## config.mk

```make
export PLATFORM = sky130hd
export DESIGN_NAME = alu_arbiter
export DESIGN_NICKNAME = d
export VERILOG_FILES = /design/src/rtl/alu_arbiter.sv
export SDC_FILE = /design/constraint.sdc
export NUM_CORES = 1
export LEC_CHECK = 0
export BUFFER_PORTS_ARGS = -buffer_cell sky130_fd_sc_hd__buf_2
export CORE_MARGIN = 5
export CORE_UTILIZATION = 54
export CTS_CLUSTER_SIZE = 25
export DETAILED_ROUTE_END_ITERATION = 8
export GPL_ROUTABILITY_DRIVEN = 0
export HOLD_SLACK_MARGIN = 0.03
export PLACE_DENSITY = 0.79
export SLEW_MARGIN = 15
export SYNTH_ARGS = -nofsm -noshare
export SYNTH_HDL_FRONTEND = slang
export SYNTH_HIERARCHICAL = 1
export SYNTH_SLANG_ARGS = --single-unit
```

## constraint.sdc

```tcl
create_clock -name clk -period 3.1 [get_ports clk]
set_input_delay 0.93 -clock clk [delete_from_list [all_inputs] [get_ports clk]]
set_output_delay 0.93 -clock clk [all_outputs]
set_load 0.02 [all_outputs]
```

## src/rtl/alu_arbiter.sv

```systemverilog
`default_nettype none
// ============================================================================
// Module   : alu_arbiter (with helper alu_arbiter_alu)
// Purpose  : Two-port round-robin arbiter/sequencer that owns one shared
//            combinational ALU. A requester raises req with op/a/b held
//            stable. The winner's operands are latched, the ALU result is
//            registered into 'result', and a one-cycle done pulse is
//            returned to that requester.
//            Sequence: IDLE -> EXEC -> DONE -> IDLE (3 cycles per op).
// Ports    : clk, rst_n (async, active-low)
//            req0/req1, op0/op1[2:0], a0/b0, a1/b1 [WIDTH-1:0]  requester side
//            lock0/lock1 (only with ALU_ARB_LOCK_EN)
//            gnt0/gnt1, done0/done1, result[WIDTH-1:0], busy
// Config   : `define ALU_ARB_LOCK_EN adds lock0/lock1. With lock, an owner
//            holding lock and req goes DONE -> EXEC directly (2 cycles/op).
// ALU ops  : 000 a&b, 001 a|b, 010 a^b, 011 ~a, 100 a+b, 101 a-b,
//            110 a, 111 b. The result is WIDTH bits; carry is discarded.
// Revision : 1.0 - initial release
// ============================================================================

module alu_arbiter_alu #(
    parameter int WIDTH = 4
) (
    input  logic [2:0]       i_op,
    input  logic [WIDTH-1:0] i_a,
    input  logic [WIDTH-1:0] i_b,
    output logic [WIDTH-1:0] o_f
);
    always_comb begin
        o_f = '0;
        case (i_op)
            3'b000: o_f = i_a & i_b;
            3'b001: o_f = i_a | i_b;
            3'b010: o_f = i_a ^ i_b;
            3'b011: o_f = ~i_a;
            3'b100: o_f = i_a + i_b;   // wraps mod 2^WIDTH
            3'b101: o_f = i_a - i_b;
            3'b110: o_f = i_a;
            3'b111: o_f = i_b;
        endcase
    end
endmodule

module alu_arbiter #(
    parameter int WIDTH = 4
) (
    input  logic             clk,
    input  logic             rst_n,
    input  logic             req0,
    input  logic             req1,
    input  logic [2:0]       op0,
    input  logic [2:0]       op1,
    input  logic [WIDTH-1:0] a0,
    input  logic [WIDTH-1:0] b0,
    input  logic [WIDTH-1:0] a1,
    input  logic [WIDTH-1:0] b1,
`ifdef ALU_ARB_LOCK_EN
    input  logic             lock0,
    input  logic             lock1,
`endif
    output logic             gnt0,
    output logic             gnt1,
    output logic             done0,
    output logic             done1,
    output logic [WIDTH-1:0] result,
    output logic             busy
);
    typedef enum logic [1:0] {
        ST_IDLE = 2'd0,
        ST_EXEC = 2'd1,
        ST_DONE = 2'd2
    } state_t;

    state_t           r_state;
    logic             r_owner;   // requester currently holding the ALU
    logic             r_rr;      // last requester served
    logic [2:0]       r_op;
    logic [WIDTH-1:0] r_a;
    logic [WIDTH-1:0] r_b;

    logic             w_win;
    logic             w_hold;
    logic             w_sel;
    logic [WIDTH-1:0] w_f;

    // A lone request wins outright; on a tie the requester not served last wins.
    assign w_win = (req0 & req1) ? ~r_rr : req1;

`ifdef ALU_ARB_LOCK_EN
    assign w_hold = r_owner ? (lock1 & req1) : (lock0 & req0);
`else
    assign w_hold = 1'b0;
`endif

    // In DONE the only possible re-latch is the locked owner's new operation.
    assign w_sel = (r_state == ST_DONE) ? r_owner : w_win;

    alu_arbiter_alu #(.WIDTH(WIDTH)) u_alu (
        .i_op (r_op),
        .i_a  (r_a),
        .i_b  (r_b),
        .o_f  (w_f)
    );

    always_ff @(posedge clk or negedge rst_n) begin
        if (!rst_n) begin
            r_state <= ST_IDLE;
            r_owner <= 1'b0;
            r_rr    <= 1'b1;       // requester 0 wins the first tie
            r_op    <= '0;
            r_a     <= '0;
            r_b     <= '0;
            gnt0    <= 1'b0;
            gnt1    <= 1'b0;
            done0   <= 1'b0;
            done1   <= 1'b0;
            result  <= '0;
            busy    <= 1'b0;
        end else begin
            done0 <= 1'b0;
            done1 <= 1'b0;
            case (r_state)
                ST_IDLE: begin
                    if (req0 | req1) begin
                        r_state <= ST_EXEC;
                        r_owner <= w_win;
                        r_rr    <= w_win;
                        r_op    <= w_sel ? op1 : op0;
                        r_a     <= w_sel ? a1  : a0;
                        r_b     <= w_sel ? b1  : b0;
                        gnt0    <= ~w_win;
                        gnt1    <= w_win;
                        busy    <= 1'b1;
                    end
                end
                ST_EXEC: begin
                    // Completes even if the owner has withdrawn req.
                    result  <= w_f;
                    done0   <= ~r_owner;
                    done1   <= r_owner;
                    r_state <= ST_DONE;
                end
                ST_DONE: begin
                    if (w_hold) begin
                        // Grant stays up; rr is left as is so the other side is next.
                        r_state <= ST_EXEC;
                        r_op    <= w_sel ? op1 : op0;
                        r_a     <= w_sel ? a1  : a0;
                        r_b     <= w_sel ? b1  : b0;
                    end else begin
                        r_state <= ST_IDLE;
                        gnt0    <= 1'b0;
                        gnt1    <= 1'b0;
                        busy    <= 1'b0;
                    end
                end
                default: begin
                    r_state <= ST_IDLE;
                    gnt0    <= 1'b0;
                    gnt1    <= 1'b0;
                    busy    <= 1'b0;
                end
            endcase
        end
    end
endmodule
`default_nettype wire

```

==> metrics.csv <==
metric;value;unit
Die ar.;0.00418;mm2
maximum fanout along the worst path;17;
clock network power share;10.2;%
routed wire length per instance;14.6;um
Critical path buffers and inverters;1;
CP most frequent cell;a21oi_1;
first drt pass iteration count;4;
cell internal pwr;1.19;mW
Final Util;64.7;%
clock root cell;clkbuf_4;
htree depth;1;
status;complete, no violations;
area of the multi-input gates;892;um2
Worst-path clk slew;130;ps
Ports;35;
Critical Path Sink Type;register;
worst r2r dst;result[3];
Cell Rows;19;
GRT Util Overall;17.9;%
worst hold path class;register to register;
CP top delay family;compound AO/OA/AOI/OAI gates;
Netlist cell types;44;
pwr dens;1220;mW/mm2
CTS sink count;24;
Final Setup Violations;0;
FFs w/ async S/R, synth;100;%
leakage power total;0.912;nW
Hold Fails Final Rpt;0;
largest area contributor in the netlist;dfrtp_1;
Register-to-Register Setup Slack;530;ps
relative slew slack;61.0;%
TritonCTS clock tree;yes;
Syn-to-layout area delta;12.4;%
post-route total power;2.22;mW
Seq. cell area;602;um2
clk_lat worst skew;320;ps
Post-Syn Instances;183;
Routed Wire Length;3570;um
sequential power share;30.6;%
Max Buffers Root-to-Sink;2;
CTS buffer count;3;
CORE AREA;0.00281;mm2
Antenna Cells;0;
critical path, cell by cell;nand3b_1, o21ai_0, inv_1, ha_1, a21o_1, a21oi_1, xnor2_1, a21oi_1, mux2_2;
initial antenna violation count;0;
final net count;253;
Mapped Nets;222;
vias per cell;5.75;
CP required;3320;ps
Area contributors post-synth;dfrtp_1, ha_1, nand2_1;
CP arrival;2790;ps
Starting Density;57.6;%
Detail Route Antenna Nets;0;
fraction of layout cells with a size suffix above 1;25.8;%
most frequent cells in the layout;buf_2, nand2_1, dfrtp_1, a21oi_1, a31oi_1;
hold_sp;r_owner;
fin area;0.00182;mm2
grt ovf;0;
port bufs;34;
commonest non-fill, non-tap cell in the layout;buf_2;
Chip Height;64.7;um
Layout fillers;238;
RR Startpoint;r_op[2];
# resized after CTS;0;
average size of a mapped cell;8.83;um2
Startpoint Class;register;
drc violations;0;
flops & latches, synth;24;
Critical Path Slowest Stage Cell;dfrtp_1;
detailed router's first-iteration violation count;81;
post-CTS setup buffer count;0;
hold path depth;1;
ys flop type;dfrtp_1;
Seq/Total Area, Yosys;37.3;%
WHS;474;ps
hold-fix buffers at CTS;0;
fin crit share;82.9;%
Synth warnings;6;
Worst Path Class, Setup;register to register;
Worst R2R Path Depth;9;
vias in the first global route;1358;
first-pass GRT wire length;5990;um
worst min-delay path endpoint;done0;
# Max-Cap Violations;0;
Mapped Area;0.00162;mm2
Pins Over Slew Limit;0;
top achievable clock speed;389;MHz
Die Wd;64.7;um
unrepaired setup endpoints after global routing;no;
worst slew pin tran;584;ps
Sw Pwr;1.02;mW
TNS Setup;0;ps
Clock Skew;2.28;ps
dpl hpwl;2780;um
Peak VDD IR;0.580;mV
Yosys top cell area share;35.6;%
largest stage delay on the critical path;710;ps
EDFF count, synth;0;
Logic pwr share;59.2;%
switching share of power;46.1;%
routed via count;1403;
Final min period;2570;ps
DP Area;0.00176;mm2
largest net degree at the start of global routing;25;
-- power by group through the flow --
| stage | Clock (mW) | Combinational (mW) | Sequential, mW |
|---|---|---|---|
| after floorplan | 0 | 1.02 | 0.682 |
| after global placement | 0 | 1.21 | 0.674 |
| after detailed placement | 0 | 1.31 | 0.685 |
| after CTS | 0.230 | 1.32 | 0.679 |
| after global routing | 0.245 | 1.46 | 0.709 |
| final | 0.227 | 1.31 | 0.678 |
-- synth_stat cells (2+ instances only) --
| cell type | count |
|---|---|
| a21o_1 | 2 |
| a21oi_1 | 19 |
| a21oi_2 | 2 |
| a22o_1 | 2 |
| a2bb2oi_1 | 2 |
| a31oi_1 | 16 |
| buf_2 | 4 |
| buf_6 | 3 |
| dfrtp_1 | 23 |
| ha_1 | 12 |
| inv_1 | 13 |
| mux2_2 | 4 |
| nand2_1 | 33 |
| nand2b_1 | 2 |
| nor2_1 | 8 |
| nor3_1 | 2 |
| o21ai_0 | 5 |
| o21ai_1 | 2 |
| xnor2_1 | 3 |
| xor2_1 | 2 |
-- per-stage QoR --
step / setup slack, ps / instances
finish: 529 / 244
global route: 343 / 244
CTS: 543 / 244
detailed placement: 563 / 240
global placement: 756 / 240
floorplan: 935 / 183
-- how the worst max path moves through the flow --
| stage | startpoint | end | slack [ps] | cells after the start |
|---|---|---|---|---|
| 6_report | r_op[2] | result[3] | 530 | 9 |
| 5_1_grt | r_op[2] | result[3] | 340 | 9 |
| 4_1_cts | r_op[2] | result[3] | 540 | 9 |
| 3_5_place_dp | r_op[2] | result[3] | 560 | 9 |
| 3_3_place_gp | r_op[2] | result[3] | 760 | 9 |
| 2_1_floorplan | r_b[0] | result[1] | 940 | 10 |
-- cells by family (layout without fill, tap and decap cells) --
logic type,count (synthesis),in the layout,synth area share [%]
AOI/OAI and AO/OA,58,58,23.2
and+or+nand+nor,55,55,15.3
DFF,24,24,37.3
buffers and inverters,23,53,7.51
adders and majority gates,13,13,10.5
xor gates and xnor gates,5,5,2.71
muxes,5,5,3.41
-- state kept, by name, indices dropped and copies added (netlist names) --
register	flops
r_op	3
done0	1
r_rr	1
r_owner	1
r_a	4
gnt1	1
gnt0	1
r_state	2
done1	1
busy	1
r_b	4
result	4
-- layer usage --
| metal | share of wire, % | global-route usage [%] | up-vias | wire length (um) |
|---|---|---|---|---|
| met1 | 43 | 21.7 | 659 | 1520 |
| li1 | - | - | 697 | - |
| met4 | 1.9 | 6.07 | 0 | 68 |
| met2 | 51 | 32.3 | 39 | 1810 |
| met5 | 0 | 0 | - | 0 |
| met3 | 4.7 | 2.94 | 8 | 169 |
-- cell type report --
class | count | share of cell area (%)
well taps | 31 | 2.14
repair buffers | 35 | 9.79
clock inverters | 1 | 1.65
inverters | 14 | 2.89
multi-input cells | 136 | 49.1
clock buffers | 3 | 1.24
flip-flops and latches | 24 | 33.1
Power figures use the tool's default switching activity.
